===== config.mk =====
export PLATFORM = sky130hd
export DESIGN_NAME = neuron_argmax_stage_flat
export DESIGN_NICKNAME = d
export VERILOG_FILES = /design/src/rtl/nn_fixed_pkg.sv /design/src/rtl/neuron_argmax_stage_if.sv /design/src/rtl/relu_sat_add.sv /design/src/rtl/neuron_argmax_stage.sv /design/src/flat_wrapper.sv
export SDC_FILE = /design/constraint.sdc
export NUM_CORES = 1
export LEC_CHECK = 0
export CAP_MARGIN = 20
export CORE_ASPECT_RATIO = 1.4
export CORE_UTILIZATION = 46
export DETAILED_ROUTE_END_ITERATION = 8
export GPL_TIMING_DRIVEN = 0
export PLACE_DENSITY = 0.82
export SYNTH_ARGS = -nofsm -noshare
export SYNTH_HDL_FRONTEND = slang
export SYNTH_HIERARCHICAL = 1
export SYNTH_SLANG_ARGS = --single-unit

===== constraint.sdc =====
create_clock -name clk -period 6.35 [get_ports clk]
set_clock_uncertainty 0.2 [all_clocks]
set_input_delay 1.27 -clock clk [delete_from_list [all_inputs] [get_ports clk]]
set_output_delay 1.27 -clock clk [all_outputs]
set_load 0.01 [all_outputs]

===== src/rtl/nn_fixed_pkg.sv =====
// Shared fixed-point definitions for the classifier datapath (sfix26_En18).
package nn_fixed_pkg;

  localparam int unsigned NN_ACC_WIDTH = 26;
  localparam int unsigned NN_FRAC_BITS = 18;

  typedef logic signed [NN_ACC_WIDTH-1:0] acc_t;

  localparam acc_t ACC_MAX = {1'b0, {(NN_ACC_WIDTH-1){1'b1}}};
  localparam acc_t ACC_MIN = {1'b1, {(NN_ACC_WIDTH-1){1'b0}}};

  // Add at one extra bit, then clamp; the top two bits of the wide sum disagree on overflow.
  function automatic acc_t sat_add(input acc_t a, input acc_t b);
    logic [NN_ACC_WIDTH:0] sum;
    acc_t                  res;
    sum = {a[NN_ACC_WIDTH-1], a} + {b[NN_ACC_WIDTH-1], b};
    if (!sum[NN_ACC_WIDTH] && sum[NN_ACC_WIDTH-1]) begin
      res = ACC_MAX;
    end else if (sum[NN_ACC_WIDTH] && !sum[NN_ACC_WIDTH-1]) begin
      res = ACC_MIN;
    end else begin
      res = acc_t'(sum[NN_ACC_WIDTH-1:0]);
    end
    return res;
  endfunction

endpackage


===== src/rtl/neuron_argmax_stage_if.sv =====
// Streaming bus between the MAC and the argmax stage, plus the stage's result strobes.
interface neuron_argmax_stage_if
  import nn_fixed_pkg::*;
#(
  parameter int unsigned ACC_WIDTH = NN_ACC_WIDTH,
  parameter int unsigned IDX_WIDTH = 4
);

  logic [ACC_WIDTH-1:0] acc_in;
  logic                 acc_valid;
  logic [ACC_WIDTH-1:0] act_out;
  logic [IDX_WIDTH-1:0] act_idx;
  logic                 act_valid;
  logic [IDX_WIDTH-1:0] class_out;
  logic [ACC_WIDTH-1:0] max_out;
  logic                 class_valid;

  modport master (
    output acc_in, acc_valid,
    input  act_out, act_idx, act_valid, class_out, max_out, class_valid
  );

  modport slave (
    input  acc_in, acc_valid,
    output act_out, act_idx, act_valid, class_out, max_out, class_valid
  );

endinterface


===== src/rtl/relu_sat_add.sv =====
// Bias add with saturation (S1) followed by ReLU (S2), one register per stage.
module relu_sat_add
  import nn_fixed_pkg::*;
#(
  parameter int unsigned IDX_WIDTH = 4
) (
  input  logic                 clk,
  input  logic                 rst,
  input  logic                 in_valid,
  input  logic                 in_last,
  input  acc_t                 in_acc,
  input  acc_t                 in_bias,
  input  logic [IDX_WIDTH-1:0] in_idx,
  output logic                 out_valid,
  output logic                 out_last,
  output acc_t                 out_act,
  output logic [IDX_WIDTH-1:0] out_idx
);

  logic                 s1_valid_q;
  logic                 s1_last_q;
  acc_t                 s1_sum_q;
  logic [IDX_WIDTH-1:0] s1_idx_q;

  // S1: saturating bias add; last flag is qualified by valid so it never leaks.
  always_ff @(posedge clk or negedge rst) begin
    if (!rst) begin
      s1_valid_q <= 1'b0;
      s1_last_q  <= 1'b0;
      s1_sum_q   <= '0;
      s1_idx_q   <= '0;
    end else begin
      s1_valid_q <= in_valid;
      s1_last_q  <= in_valid & in_last;
      if (in_valid) begin
        s1_sum_q <= sat_add(in_acc, in_bias);
        s1_idx_q <= in_idx;
      end
    end
  end

  // S2: ReLU on the saturated sum.
  always_ff @(posedge clk or negedge rst) begin
    if (!rst) begin
      out_valid <= 1'b0;
      out_last  <= 1'b0;
      out_act   <= '0;
      out_idx   <= '0;
    end else begin
      out_valid <= s1_valid_q;
      out_last  <= s1_last_q;
      if (s1_valid_q) begin
        out_act <= s1_sum_q[NN_ACC_WIDTH-1] ? '0 : s1_sum_q;
        out_idx <= s1_idx_q;
      end
    end
  end

endmodule


===== src/rtl/neuron_argmax_stage.sv =====
// Per-neuron bias/ReLU activation and per-frame running argmax over NUM_NEURONS results.
module neuron_argmax_stage
  import nn_fixed_pkg::*;
#(
  parameter int unsigned NUM_NEURONS = 10,
  parameter int unsigned ACC_WIDTH   = NN_ACC_WIDTH,
  parameter int unsigned IDX_WIDTH   = 4
) (
  input logic                             clk,
  input logic                             rst,
  input logic [NUM_NEURONS*ACC_WIDTH-1:0] IN_BIASES,
  neuron_argmax_stage_if.slave            bus
);

  localparam logic [IDX_WIDTH-1:0] LastIdx = IDX_WIDTH'(NUM_NEURONS - 1);

  logic [IDX_WIDTH-1:0] nidx_q;
  logic                 in_last;
  acc_t                 bias_arr [NUM_NEURONS];

  logic                 s2_valid;
  logic                 s2_last;
  acc_t                 s2_act;
  logic [IDX_WIDTH-1:0] s2_idx;

  acc_t                 run_max_q;
  logic [IDX_WIDTH-1:0] run_idx_q;
  acc_t                 max_out_q;
  logic [IDX_WIDTH-1:0] class_out_q;
  logic                 class_valid_q;

  logic                 take;
  acc_t                 win_max;
  logic [IDX_WIDTH-1:0] win_idx;

  for (genvar k = 0; k < NUM_NEURONS; k++) begin : g_bias
    assign bias_arr[k] = IN_BIASES[k*ACC_WIDTH +: ACC_WIDTH];
  end

  assign in_last = (nidx_q == LastIdx);

  // Input neuron counter, wraps at the end of each frame.
  always_ff @(posedge clk or negedge rst) begin
    if (!rst) begin
      nidx_q <= '0;
    end else if (bus.acc_valid) begin
      nidx_q <= in_last ? '0 : nidx_q + 1'b1;
    end
  end

  relu_sat_add #(
    .IDX_WIDTH (IDX_WIDTH)
  ) u_relu_sat_add (
    .clk       (clk),
    .rst       (rst),
    .in_valid  (bus.acc_valid),
    .in_last   (in_last),
    .in_acc    (bus.acc_in),
    .in_bias   (bias_arr[nidx_q]),
    .in_idx    (nidx_q),
    .out_valid (s2_valid),
    .out_last  (s2_last),
    .out_act   (s2_act),
    .out_idx   (s2_idx)
  );

  // Neuron 0 seeds the frame; later neurons must be strictly greater, so ties keep the lower index.
  always_comb begin
    take    = s2_valid && ((s2_idx == '0) || (s2_act > run_max_q));
    win_max = take ? s2_act : run_max_q;
    win_idx = take ? s2_idx : run_idx_q;
  end

  // S3: running max plus frame-end result registers.
  always_ff @(posedge clk or negedge rst) begin
    if (!rst) begin
      run_max_q     <= '0;
      run_idx_q     <= '0;
      max_out_q     <= '0;
      class_out_q   <= '0;
      class_valid_q <= 1'b0;
    end else begin
      class_valid_q <= s2_valid & s2_last;
      if (s2_valid) begin
        run_max_q <= win_max;
        run_idx_q <= win_idx;
      end
      if (s2_valid && s2_last) begin
        max_out_q   <= win_max;
        class_out_q <= win_idx;
      end
    end
  end

  assign bus.act_out     = s2_act;
  assign bus.act_idx     = s2_idx;
  assign bus.act_valid   = s2_valid;
  assign bus.class_out   = class_out_q;
  assign bus.max_out     = max_out_q;
  assign bus.class_valid = class_valid_q;

endmodule


===== src/flat_wrapper.sv =====
// flat-port wrapper written by rule: the top's interface ports become plain ports
module neuron_argmax_stage_flat import nn_fixed_pkg::*;
#(
  parameter int unsigned NUM_NEURONS = 10,
  parameter int unsigned ACC_WIDTH   = NN_ACC_WIDTH,
  parameter int unsigned IDX_WIDTH   = 4
)
  (clk, rst, IN_BIASES, bus_acc_in, bus_acc_valid, bus_act_out, bus_act_idx, bus_act_valid, bus_class_out, bus_max_out, bus_class_valid);
  neuron_argmax_stage_if #(.ACC_WIDTH(ACC_WIDTH), .IDX_WIDTH(IDX_WIDTH)) bus_i ();
  input logic clk;
  input logic rst;
  input logic [NUM_NEURONS*ACC_WIDTH-1:0] IN_BIASES;
  input wire logic [$bits(bus_i.acc_in)-1:0] bus_acc_in;
  input wire logic [$bits(bus_i.acc_valid)-1:0] bus_acc_valid;
  output wire logic [$bits(bus_i.act_out)-1:0] bus_act_out;
  output wire logic [$bits(bus_i.act_idx)-1:0] bus_act_idx;
  output wire logic [$bits(bus_i.act_valid)-1:0] bus_act_valid;
  output wire logic [$bits(bus_i.class_out)-1:0] bus_class_out;
  output wire logic [$bits(bus_i.max_out)-1:0] bus_max_out;
  output wire logic [$bits(bus_i.class_valid)-1:0] bus_class_valid;
  assign bus_i.acc_in = bus_acc_in;
  assign bus_i.acc_valid = bus_acc_valid;
  assign bus_act_out = bus_i.act_out;
  assign bus_act_idx = bus_i.act_idx;
  assign bus_act_valid = bus_i.act_valid;
  assign bus_class_out = bus_i.class_out;
  assign bus_max_out = bus_i.max_out;
  assign bus_class_valid = bus_i.class_valid;
  neuron_argmax_stage #(.NUM_NEURONS(NUM_NEURONS), .ACC_WIDTH(ACC_WIDTH), .IDX_WIDTH(IDX_WIDTH)) u_core (.clk(clk), .rst(rst), .IN_BIASES(IN_BIASES), .bus(bus_i));
endmodule

Word-level counts from Yosys, hierarchy flattened
Cells that the tools add are included.

word-level totals
  word-level logic and storage cells = 39
  bits in latches = 0
  output and inout port bits = 62
  bits in writable memories = 0
  ROM bits = 0
  flip-flop bits (word level) = 129
  memories = 0

operators by class
  multiply operators = 0
  bitwise logic cells = 3
  add/sub/neg operators = 2
  $lt $le $gt $ge = 2
  reduce and logical (&&, ||, !) cells = 8
  eq/ne operators = 1
  shifts and indexed selects = 0
  multiplexer cells = 9
  div/mod/pow operators = 0

operators by type and width
  kind                                                       number
  two-way mux 26 bit                                         5
  binary-select mux 26 bit (select 4 bit)                    1
  adder 26 x 26 -> 27 bit                                    1
  > comparator 26 bit                                        1
  two-way mux 25 bit                                         1
  two-way mux 4 bit                                          2
  greater-or-equal comparator 5 bit (second input constant)  1
  inverter 4 -> 5 bit                                        1
  adder 4 x 1 -> 4 bit (second input constant)               1
  == test 4 bit (second input constant)                      1
  logical AND 1 bit                                          4
  zero test 4 bit                                            1
  AND 1 bit                                                  2
  zero test 1 bit                                            2
  logical OR 1 bit                                           1

Depth between registers and ports, before layout
Gate-level depths: netlist of the first run.

  word-level depth = 9
  mapped depth = 19

Modules after synthesis
Netlist of the first run, hierarchy kept.

by module, submodules not included
  module               instances  area an instance (um^2)  cells an instance  seq. area each (um^2)
  neuron_argmax_stage  1          5464.0                   472                1626.6
  relu_sat_add         1          4404.2                   473                1576.5

Worst setup path after synthesis of the first run
OpenSTA, ideal clock, no wires.

  path type = input to register
  start = input port IN_BIASES[78]
  end = register u_core.u_relu_sat_add.s1_sum_q[10]
  required time = 6013 ps
  path buffers = 1
  setup time = 137 ps
  data arrival time = 4401 ps
  slack = 1612 ps
  stages on the path = 16
  path through = mux4_2 > mux2i_1 > o22ai_1 > ha_1 > inv_1 > fa_1 > nor2b_4 > o31a_4 > o311ai_4 > a21boi_2 > o311a_4 > or2_4 > buf_6 > maj3_1 > mux2i_1 > a21oi_1

between the ends
  word-level cells in the longest chain between the ends = 8
  elaborated cells between the ends (all ways) = 10
  classes of those cells = add/sub (1); mux (5); reduce/logical (4)

ends and longest elaborated chain
  item                                                     line                       source
  start, declared                                          flat_wrapper.sv:12         input logic [NUM_NEURONS*ACC_WIDTH-1:0] IN_BIASES;
  binary-select mux 26 bit (select 4 bit) *                neuron_argmax_stage.sv:59  .in_bias (bias_arr[nidx_q]),
  two-way mux 26 bit (implied by the code) * (2 in a row)  neuron_argmax_stage.sv:59
  adder 26 x 26 -> 27 bit *                                nn_fixed_pkg.sv:16         sum = {a[NN_ACC_WIDTH-1], a} + {b[NN_ACC_WIDTH-1], b};
  zero test 1 bit                                          nn_fixed_pkg.sv:19         end else if (sum[NN_ACC_WIDTH] && !sum[NN_ACC_WIDTH-1]) begin
  logical AND 1 bit                                        nn_fixed_pkg.sv:19
  two-way mux 26 bit                                       nn_fixed_pkg.sv:19
  two-way mux 26 bit *                                     nn_fixed_pkg.sv:17         if (!sum[NN_ACC_WIDTH] && sum[NN_ACC_WIDTH-1]) begin
  end signal, assigned                                     relu_sat_add.sv:36         s1_sum_q <= sat_add(in_acc, in_bias);
  end, declared                                            relu_sat_add.sv:22         acc_t s1_sum_q;

Mark *: on every way between the ends. The rest lies on a longest branch, timed or not. The select of a mux whose other input is x is not followed.
A chain may end at the register's enable or synchronous reset.

Worst setup path in the final report of the first run
  start = register u_core.nidx_q[0]
  end = register u_core.u_relu_sat_add.s1_sum_q[2]

between the ends
  word-level cells in the longest chain between the ends = 9
  elaborated cells between the ends (all ways) = 11
  classes of those cells = add/sub (1); mux (5); bitwise (1); reduce/logical (4)

ends and longest elaborated chain
  item                                                     line                       source
  start, declared                                          neuron_argmax_stage.sv:17  logic [IDX_WIDTH-1:0] nidx_q;
  start signal, assigned                                   neuron_argmax_stage.sv:47  nidx_q <= in_last ? '0 : nidx_q + 1'b1;
  inverter 4 -> 5 bit (implied by the code) *              neuron_argmax_stage.sv:59
  binary-select mux 26 bit (select 4 bit) *                neuron_argmax_stage.sv:59
  two-way mux 26 bit (implied by the code) * (2 in a row)  neuron_argmax_stage.sv:59
  adder 26 x 26 -> 27 bit *                                nn_fixed_pkg.sv:16
  zero test 1 bit                                          nn_fixed_pkg.sv:19
  logical AND 1 bit                                        nn_fixed_pkg.sv:19
  two-way mux 26 bit                                       nn_fixed_pkg.sv:19
  two-way mux 26 bit *                                     nn_fixed_pkg.sv:17

Marks and branches as above.

==> results of run 1 <==
critical path: stages (launching register included):
cell and delay (ns):
sky130_fd_sc_hd__dfrtp_1 0.37, sky130_fd_sc_hd__buf_2 0.33, sky130_fd_sc_hd__buf_2 0.41, sky130_fd_sc_hd__buf_1 0.62
sky130_fd_sc_hd__buf_2 0.48, sky130_fd_sc_hd__mux2i_1 0.30, sky130_fd_sc_hd__o22ai_1 0.12, sky130_fd_sc_hd__ha_1 0.29
sky130_fd_sc_hd__clkbuf_1 0.19, sky130_fd_sc_hd__nand2_1 0.12, sky130_fd_sc_hd__o21ai_1 0.10, sky130_fd_sc_hd__a2111oi_2 0.35
sky130_fd_sc_hd__nor2_1 0.14, sky130_fd_sc_hd__o311a_4 0.39, sky130_fd_sc_hd__or2_4 0.24, sky130_fd_sc_hd__buf_6 0.15
sky130_fd_sc_hd__nor2_1 0.30, sky130_fd_sc_hd__o21ai_0 0.17, sky130_fd_sc_hd__o221a_2 0.25
state kept, by name, indices dropped and copies added, names as in the netlist:
name / flops
u_core/bus.class_out: 4
u_core/bus.class_valid: 1
u_core/bus.max_out: 26
u_core/nidx_q: 4
u_core/run_idx_q: 4
u_core/run_max_q: 26
u_core/u_relu_sat_add/out_act: 25
u_core/u_relu_sat_add/out_idx: 4
u_core/u_relu_sat_add/out_last: 1
u_core/u_relu_sat_add/out_valid: 1
u_core/u_relu_sat_add/s1_idx_q: 4
u_core/u_relu_sat_add/s1_last_q: 1
u_core/u_relu_sat_add/s1_sum_q: 26
u_core/u_relu_sat_add/s1_valid_q: 1
placed cells by master, fill, tap and decap left out, types with 9 or more instances in the layout:
master                            Yosys  final
sky130_fd_sc_hd__clkdlybuf4s50_1      0    348
sky130_fd_sc_hd__dfrtp_1            128    128
sky130_fd_sc_hd__mux2i_1             84     84
sky130_fd_sc_hd__inv_1               70     70
sky130_fd_sc_hd__nor2_1              68     68
sky130_fd_sc_hd__a21oi_1             66     66
sky130_fd_sc_hd__mux4_2              52     52
sky130_fd_sc_hd__ha_1                52     52
sky130_fd_sc_hd__o21ai_0             49     49
sky130_fd_sc_hd__clkbuf_1            35     35
sky130_fd_sc_hd__nand2_1             33     33
sky130_fd_sc_hd__o22ai_1             27     27
sky130_fd_sc_hd__mux2_4              26     26
sky130_fd_sc_hd__nand3b_1            25     25
sky130_fd_sc_hd__nand3_1             24     24
sky130_fd_sc_hd__clkbuf_16            0     17
sky130_fd_sc_hd__xnor2_1             15     15
sky130_fd_sc_hd__maj3_1              14     14
sky130_fd_sc_hd__mux2_2              13     13
sky130_fd_sc_hd__a21o_1              10     10
sky130_fd_sc_hd__buf_1                9      9
how the worst min path moves through the flow:
| stage | startpoint | slack (ns) | end |
|---|---|---|---|
| after CTS | u_core/u_relu_sat_add/s1_last_q | 0.15 | u_core/u_relu_sat_add/out_last |
| after global placement | u_core/u_relu_sat_add/s1_last_q | 0.14 | u_core/u_relu_sat_add/out_last |
| after global routing | u_core/u_relu_sat_add/s1_last_q | 0.17 | u_core/u_relu_sat_add/out_last |
| final | u_core/u_relu_sat_add/s1_last_q | 0.15 | u_core/u_relu_sat_add/out_last |
| after detailed placement | u_core/u_relu_sat_add/s1_last_q | 0.13 | u_core/u_relu_sat_add/out_last |
| after floorplan | u_core/u_relu_sat_add/s1_last_q | 0.13 | u_core/u_relu_sat_add/out_last |
layer usage:
layer  up-vias  GRT usage, %  wire length [um]
li1       4280             -                 -
met1      4371         33.30             12220
met2       466         55.67             17340
met3        82         4.630              1985
met4         0         14.36              1394
met5         -             0                 0
kinds of logic after synthesis:
logic type / Yosys count / share of synthesized area (%)
compound gates: 234 / 16.14
simple gates: 182 / 9.319
mux: 175 / 25.83
buf+inv: 134 / 5.845
flops: 128 / 32.46
fa+ha+maj: 68 / 8.330
xor+xnor: 23 / 2.041
other cells: 1 / 0.03800
metrics by stage:
stage / total power [mW] / TNS (ns)
finish: 8.075 / 0
detailed placement: 7.038 / 0
floorplan: 5.462 / 0
global route: 8.640 / 0
CTS: 8.038 / 0
global placement: 6.882 / -126.31
power by group:
part / switching, mW / internal (mW)
Clock: 0.367 / 0.586
Combinational: 2.86 / 2.73
Sequential: 0.330 / 1.19
final cells by class:
cell class	count	area share, %
antenna	2	0.03496
buffer	63	2.167
clock buffer	18	3.068
clock inverter	14	0.9876
inverter	71	1.862
multi-input combinational	683	42.53
sequential	128	22.37
tap	260	2.272
timing repair buffer	351	24.71
==> insert_results.sql, run 1 <==
INSERT INTO impl_metrics (metric_group, metric, value, unit) VALUES
('status', 'outcome', 'finished, final reports clean', ''),
('placed_design', 'dp_hpwl', '27.23', 'mm'),
('synthesis', 'synth-seq-cells', '128', ''),
('route', 'firstDrtPassIters', '5', ''),
('clock_tree', 'ctsLongestPathBuffers', '2', ''),
('critical_path', 'critical_path.startpoint', 'u_core/nidx_q[0]', ''),
('sta', 'worst_slew_margin_rel', '25.92', '%'),
('global_routing', 'grt_first_pass_wirelength', '50.30', 'mm'),
('synthesis', 'synth.area.top_cells', 'sky130_fd_sc_hd__dfrtp_1 (32%), sky130_fd_sc_hd__mux4_2 (12%), sky130_fd_sc_hd__mux2i_1 (8.5%)', ''),
('power', 'largest_vdd_supply_drop', '0.3491', 'mV'),
('sta', 'setup_repair_after_global_routing_missed_its_margin', 'false', ''),
('cells_and_area', 'fin_util', '67.77', '%'),
('cells_and_area', 'final_design_instance_area_without_fill', '14320', 'um^2'),
('synthesis', 'yosysTopAreaCellShare', '32.46', '%'),
('clock_tree', 'cts.repair.resized', '0', ''),
('cells_and_area', 'area_grow_syn2layout', '45.07', '%'),
('global_routing', 'gr-usage-all-layers', '29.99', '%'),
('sta', 'hold_viol_final', '0', ''),
('synthesis', 'yosys_warnings', '6', ''),
('critical_path', 'worst_r2r_startpoint', 'u_core/nidx_q[0]', ''),
('route', 'drt-wirelength-per-cell', '20.71', 'um'),
('hold_path', 'hold_path_depth', '0', ''),
('floorplan', 'width_of_the_die', '125.8', 'um'),
('hold_path', 'holdCritPathClass', 'flip-flop to flip-flop', ''),
('route', 'vias', '9199', ''),
('synthesis', 'synth-seq-area-share', '32.46', '%'),
('clock_tree', 'cts-root-buf', 'sky130_fd_sc_hd__clkbuf_16', ''),
('floorplan', 'die-area', '22050', 'um^2'),
('global_routing', 'antenna_found_initial', '4', ''),
('floorplan', 'vertical_die_dimension', '175.3', 'um'),
('floorplan', 'placement_rows', '63', ''),
('route', 'postRouteWirelength', '32.94', 'mm'),
('critical_path', 'endpoint_kind', 'flip-flop', ''),
('route', 'detail-route-antenna-nets', '0', ''),
('sta', 'hold_ws', '0.1496', 'ns'),
('floorplan', 'core-area', '21130', 'um^2'),
('placed_design', 'place_inst', '1556', ''),
('route', 'drt_iter0_markers', '602', ''),
('synthesis', 'synth.avg_cell_area', '10.44', 'um^2'),
('placed_design', 'placedInstanceArea', '13730', 'um^2'),
('critical_path', 'critical_path_source_type', 'flip-flop', ''),
('clock_tree', 'clk_pin_slew_worst_paths', '0.06', 'ns'),
('placed_design', 'dp_slack', '0.6400', 'ns'),
('synthesis', 'synth_edf_count', '0', ''),
('clock_tree', 'tritoncts', 'done', ''),
('clock_tree', 'postCtsHoldBufs', '0', ''),
('critical_path', 'endpoint_of_the_lowest_slack_register_to_register_path', 'u_core/u_relu_sat_add/s1_sum_q[2]', ''),
('placed_design', 'routabilityCongestion', '0.9709', ''),
('critical_path', 'critPathCapture', 'u_core/u_relu_sat_add/s1_sum_q[2]', ''),
('critical_path', 'type_of_the_worst_setup_path', 'flip-flop to flip-flop', ''),
('synthesis', 'postSynth.asyncResetShare', '100.0', '%'),
('sta', 'fmax', '0.1771', 'GHz'),
('route', 'drc', '0', ''),
('clock_tree', 'clock_sinks', '128', ''),
('critical_path', 'worst_ep_arrival_time', '5.74', 'ns'),
('critical_path', 'critPathMaxFanout', '10', ''),
('clock_tree', 'post_cts_buffers', '0', ''),
('critical_path', 'ff2ff_setup_slack', '0.70', 'ns'),
('synthesis', 'synth.cells.most_frequent', 'sky130_fd_sc_hd__dfrtp_1 (128), sky130_fd_sc_hd__mux2i_1 (84), sky130_fd_sc_hd__inv_1 (70)', ''),
('synthesis', 'synthDistinctLibCells', '81', ''),
('cells_and_area', 'nNetsFinal', '1657', ''),
('global_routing', 'grt_max_degree', '66', ''),
('cells_and_area', 'stdcell_count', '1590', ''),
('cells_and_area', 'seqCellArea', '3203', 'um^2'),
('cells_and_area', 'final_layout_size_suffix_gt1_share', '12.50', '%'),
('sta', 'max_slew.worst_pin.slew', '1.083', 'ns'),
('floorplan', 'count_of_boundary_i_o_pins', '351', ''),
('sta', 'setup_ws', '0.7033', 'ns'),
('synthesis', 'synthesis.nets', '1287', ''),
('clock_tree', 'cts_made_buffers', '17', ''),
('critical_path', 'timing.reg2reg.worst_path_depth', '18', '');
Power figures use the tool's default switching activity.
==> inputs of run 2 (changes only) <==
--- a/config.mk
+++ b/config.mk
@@ -7,11 +7,10 @@
 export LEC_CHECK = 0
 export CAP_MARGIN = 20
 export CORE_ASPECT_RATIO = 1.4
-export CORE_UTILIZATION = 46
+export CORE_UTILIZATION = 45
 export DETAILED_ROUTE_END_ITERATION = 8
 export GPL_TIMING_DRIVEN = 0
 export PLACE_DENSITY = 0.82
 export SYNTH_ARGS = -nofsm -noshare
 export SYNTH_HDL_FRONTEND = slang
-export SYNTH_HIERARCHICAL = 1
 export SYNTH_SLANG_ARGS = --single-unit
==> run 2 against run 1 <==
Combinational power fell by 19%. Final cell count decreased by 6.6%. Clock power rose by 7%. Wire length is 3.6% lower. Area after synthesis shrank 9.4%. Worst hold slack gained 0.0071 ns. Fmax is essentially flat. Global-route usage grew 1.5 points. First-iteration DRC count down 3.7%. Register-to-register slack about the same. Sequential cell count is the same. Setup slack improved by 0.0044 ns. Critical path type unchanged. Highest routed layer unchanged.
==> insert_results.sql, run 2 <==
INSERT INTO impl_metrics (metric_group, metric, value, unit) VALUES
('sta', 'layout_worst_path_cycle_share', '88.86', '%'),
('synthesis', 'synth-seq-area-share', '35.84', '%'),
('route', 'drc', '0', ''),
('floorplan', 'count_of_boundary_i_o_pins', '351', ''),
('route', 'detail-route-antenna-nets', '0', ''),
('placed_design', 'dp_hpwl', '26.03', 'mm'),
('global_routing', 'grtUsageMet2', '58.58', '%'),
('synthesis', 'cell_with_the_most_instances_after_synthesis', 'sky130_fd_sc_hd__dfrtp_1', ''),
('job', 'maxCapViolations', '0', ''),
('critical_path', 'worst_ep_arrival_time', '5.77', 'ns'),
('clock_tree', 'cts_made_buffers', '17', ''),
('synthesis', 'synthCells', '855', ''),
('sta', 'timing_max_transition_violations_final', '0', ''),
('critical_path', 'delay_of_the_slowest_cell_on_the_worst_path', '0.54', 'ns'),
('route', 'drt_iter0_markers', '580', ''),
('route', 'postRouteWirelength', '31.75', 'mm'),
('placed_design', 'placedInstanceArea', '12770', 'um^2'),
('synthesis', 'synth-seq-cells', '128', ''),
('global_routing', 'grtUsageMet1', '36.51', '%'),
('critical_path', 'type_of_the_worst_setup_path', 'flip-flop to flip-flop', ''),
('route', 'firstDrtPassIters', '7', ''),
('sta', 'worst_slew_margin_rel', '36.79', '%'),
('cells_and_area', 'stdcell_count', '1485', ''),
('floorplan', 'placement_rows', '60', ''),
('sta', 'max_slew.worst_pin.slew', '0.9481', 'ns'),
('synthesis', 'synth.area.top_cells', 'sky130_fd_sc_hd__dfrtp_1 (36%), sky130_fd_sc_hd__mux4_2 (13%), sky130_fd_sc_hd__mux2_2 (8.6%)', ''),
('global_routing', 'grt_max_degree', '96', ''),
('placed_design', 'routabilityCongestion', '0.9295', ''),
('global_routing', 'routing_usage_on_met3', '3.976', '%'),
('critical_path', 'critPathRequiredTime', '6.47', 'ns'),
('synthesis', 'synth.cells.most_frequent', 'sky130_fd_sc_hd__dfrtp_1 (128), sky130_fd_sc_hd__o21ai_0 (84), sky130_fd_sc_hd__mux2_2 (68)', ''),
('sta', 'setup_viol_count_final', '0', ''),
('synthesis', 'postSynth.asyncResetShare', '100.0', '%'),
('cells_and_area', 'nFillCells', '1469', ''),
('sta', 'min_clock_period_post_route', '5.642', 'ns'),
('route', 'vias_per_cell', '5.798', ''),
('synthesis', 'yosysTopAreaCellShare', '35.84', '%'),
('clock_tree', 'cts-htree-levels', '4', ''),
('power', 'totalPowerFinal', '6.946', 'mW'),
('critical_path', 'critical_path.startpoint', 'u_core.nidx_q[0]', ''),
('synthesis', 'synthesis.nets', '1196', ''),
('global_routing', 'antenna_found_initial', '0', ''),
('sta', 'setup_tns', '0', 'ns'),
('power', 'largest_vdd_supply_drop', '0.3238', 'mV'),
('clock_tree', 'clk_pin_slew_worst_paths', '0.06', 'ns'),
('global_routing', 'gr-max-usage-layer', 'met2', ''),
('placed_design', 'place_inst', '1453', ''),
('floorplan', 'core-area', '19370', 'um^2'),
('cells_and_area', 'final_layout_size_suffix_gt1_share', '15.60', '%'),
('floorplan', 'width_of_the_die', '121.1', 'um'),
('clock_tree', 'cts.repair.resized', '0', ''),
('route', 'vias', '8610', ''),
('global_routing', 'gr-usage-all-layers', '31.46', '%'),
('synthesis', 'yosys.area.top_type', 'sky130_fd_sc_hd__dfrtp_1', ''),
('clock_tree', 'post_cts_buffers', '0', ''),
('synthesis', 'synthDistinctLibCells', '56', ''),
('critical_path', 'critPathMaxFanout', '10', ''),
('floorplan', 'die-area', '20430', 'um^2'),
('placed_design', 'io_port_bufs', '349', ''),
('synthesis', 'synthesis.area', '8936', 'um^2'),
('cells_and_area', 'final_design_instance_area_without_fill', '13390', 'um^2'),
('sta', 'fmax', '0.1772', 'GHz'),
('clock_tree', 'postCtsHoldBufs', '0', ''),
('clock_tree', 'clock_sinks', '128', ''),
('critical_path', 'worst_r2r_startpoint', 'u_core.nidx_q[0]', ''),
('synthesis', 'synth_edf_count', '0', ''),
('clock_tree', 'clk-insertion-delay-late', '0.41', 'ns'),
('hold_path', 'holdCritPathClass', 'flip-flop to flip-flop', ''),
('cells_and_area', 'layout.cells.most_common', 'sky130_fd_sc_hd__clkdlybuf4s50_1', ''),
('floorplan', 'start_util', '46.14', '%'),
('hold_path', 'hold_path.startpoint', 'u_core.u_relu_sat_add.s1_last_q', ''),
('status', 'outcome', 'finished, final reports clean', ''),
('synthesis', 'synth.avg_cell_area', '10.45', 'um^2'),
('critical_path', 'critical_path_source_type', 'flip-flop', ''),
('cells_and_area', 'antenna_cells_inserted', '0', ''),
('critical_path', 'path_cells', 'buf_2, buf_1, clkbuf_1, mux2_2, a22oi_1, o21ai_0, ha_1, inv_1, fa_1, nor2b_1, o2111ai_1, nand4_1, nand3_1, a31oi_1, nand3_1, nand2_1, clkbuf_1, buf_2, a21oi_1, o2bb2ai_1', ''),
('critical_path', 'endpoint_kind', 'flip-flop', ''),
('power', 'total_leakage_power', '5.529', 'nW'),
('synthesis', 'yosys_warnings', '0', ''),
('critical_path', 'slowest_stage', 'sky130_fd_sc_hd__buf_1', ''),
('clock_tree', 'cts-root-buf', 'sky130_fd_sc_hd__clkbuf_16', ''),
('synthesis', 'ys_dominant_reg_cell', 'sky130_fd_sc_hd__dfrtp_1', ''),
('route', 'drt-wirelength-per-cell', '21.38', 'um'),
('cells_and_area', 'area_grow_syn2layout', '49.82', '%'),
('power', 'p_per_area', '518.9', 'nW/um^2'),
('cells_and_area', 'nNetsFinal', '1565', ''),
('global_routing', 'grt_first_pass_wirelength', '48.79', 'mm'),
('cells_and_area', 'commonest_cells_after_routing_fill_and_taps_aside', 'sky130_fd_sc_hd__clkdlybuf4s50_1 (348), sky130_fd_sc_hd__dfrtp_1 (128), sky130_fd_sc_hd__o21ai_0 (84)', ''),
('global_routing', 'global_route.overflow_total', '0', ''),
('clock_tree', 'tritoncts', 'done', ''),
('global_routing', 'grt_pass1_vias', '9115', ''),
('sta', 'setup_repair_after_global_routing_missed_its_margin', 'false', ''),
('floorplan', 'vertical_die_dimension', '168.7', 'um'),
('sta', 'hold_viol_final', '0', ''),
('clock_tree', 'ctsLongestPathBuffers', '2', '');
==> run 2: cell types whose count changed in the layout (fill, tap and decap cells not counted), sizes merged, moves of 22 or more <==
cell / previous run / this run
mux2i: 84 / 1
nand2: 33 / 67
a31o: 1 / 23
a22oi: 1 / 27
o22ai: 27 / 1
nand3b: 25 / 0
o2bb2ai: 0 / 24
mux2: 39 / 68
nor2b: 2 / 28
inv: 71 / 46
nor2: 70 / 23
o21ai: 50 / 88
==> run 2: routing by layer <==
metal,wire length [um],up-vias
li1,-,3937
met1,11960,4208
met2,17140,413
met3,1760,52
met4,890,0
met5,0,-
==> run 2: area by class of cell <==
type | count | area [um^2] | share of cell area, %
multi-input combinational | 623 | 5305 | 39.63
timing repair buffer | 350 | 3522 | 26.31
sequential | 128 | 3203 | 23.93
clock buffer | 19 | 442.9 | 3.308
tap | 248 | 310.3 | 2.318
buffer | 61 | 266.5 | 1.991
clock inverter | 13 | 176.4 | 1.318
inverter | 43 | 161.4 | 1.206
==> run 2: logic make-up (layout without fill, tap and decap cells) <==
kind of cell / Yosys count / count (layout) / share of synthesized area [%]
flops: 128 / 128 / 35.84
compound gates: 272 / 272 / 19.91
mux: 120 / 120 / 21.53
simple gates: 154 / 154 / 8.163
buf+inv: 104 / 486 / 4.789
fa+ha+maj: 52 / 52 / 7.365
xor+xnor: 24 / 24 / 2.352
other cells: 1 / 1 / 0.04196
==> run 2: stage by stage <==
stage                     hold slack [ns]  utilization [%]  worst slack, ns
after floorplan                    0.1312                -            1.890
after global placement             0.1338            65.78           -1.109
after detailed placement           0.1484            65.92           0.6862
after CTS                          0.1616            69.12           0.7403
after global routing               0.1755            69.12           0.3134
final                              0.1567            69.12           0.7076
==> run 2: final timing paths <==
check	to	slack [ns]	depth (start not counted)
worst max-delay path	u_core.u_relu_sat_add.s1_sum_q[20]	0.71	20
worst min-delay path	u_core.u_relu_sat_add.out_last	0.16	0
worst max register to register	u_core.u_relu_sat_add.s1_sum_q[20]	0.71	20
worst min register to register	u_core.u_relu_sat_add.out_last	0.16	0
max in group asynchronous	u_core.u_relu_sat_add.s1_sum_q[16]	4.63	2
min in group asynchronous	u_core.bus.max_out[2]	0.55	1
==> run 2: worst max-delay path: cells and delay by family (launching register included) <==
kind | cells | cell delay [ns]
and+or+nand+nor | 5 | 0.81
DFF | 1 | 0.35
adders and majority gates | 2 | 0.66
AOI/OAI and AO/OA | 6 | 1.09
muxes | 1 | 0.28
buffers and inverters | 6 | 2.17
==> run 2: power by group <==
| part | leakage [nW] | internal, mW | switching (mW) |
|---|---|---|---|
| sequential | 1.64 | 1.15 | 0.235 |
| clock | 0.293 | 0.637 | 0.379 |
| combinational | 3.59 | 2.07 | 2.48 |
| total | 5.53 | 3.86 | 3.09 |
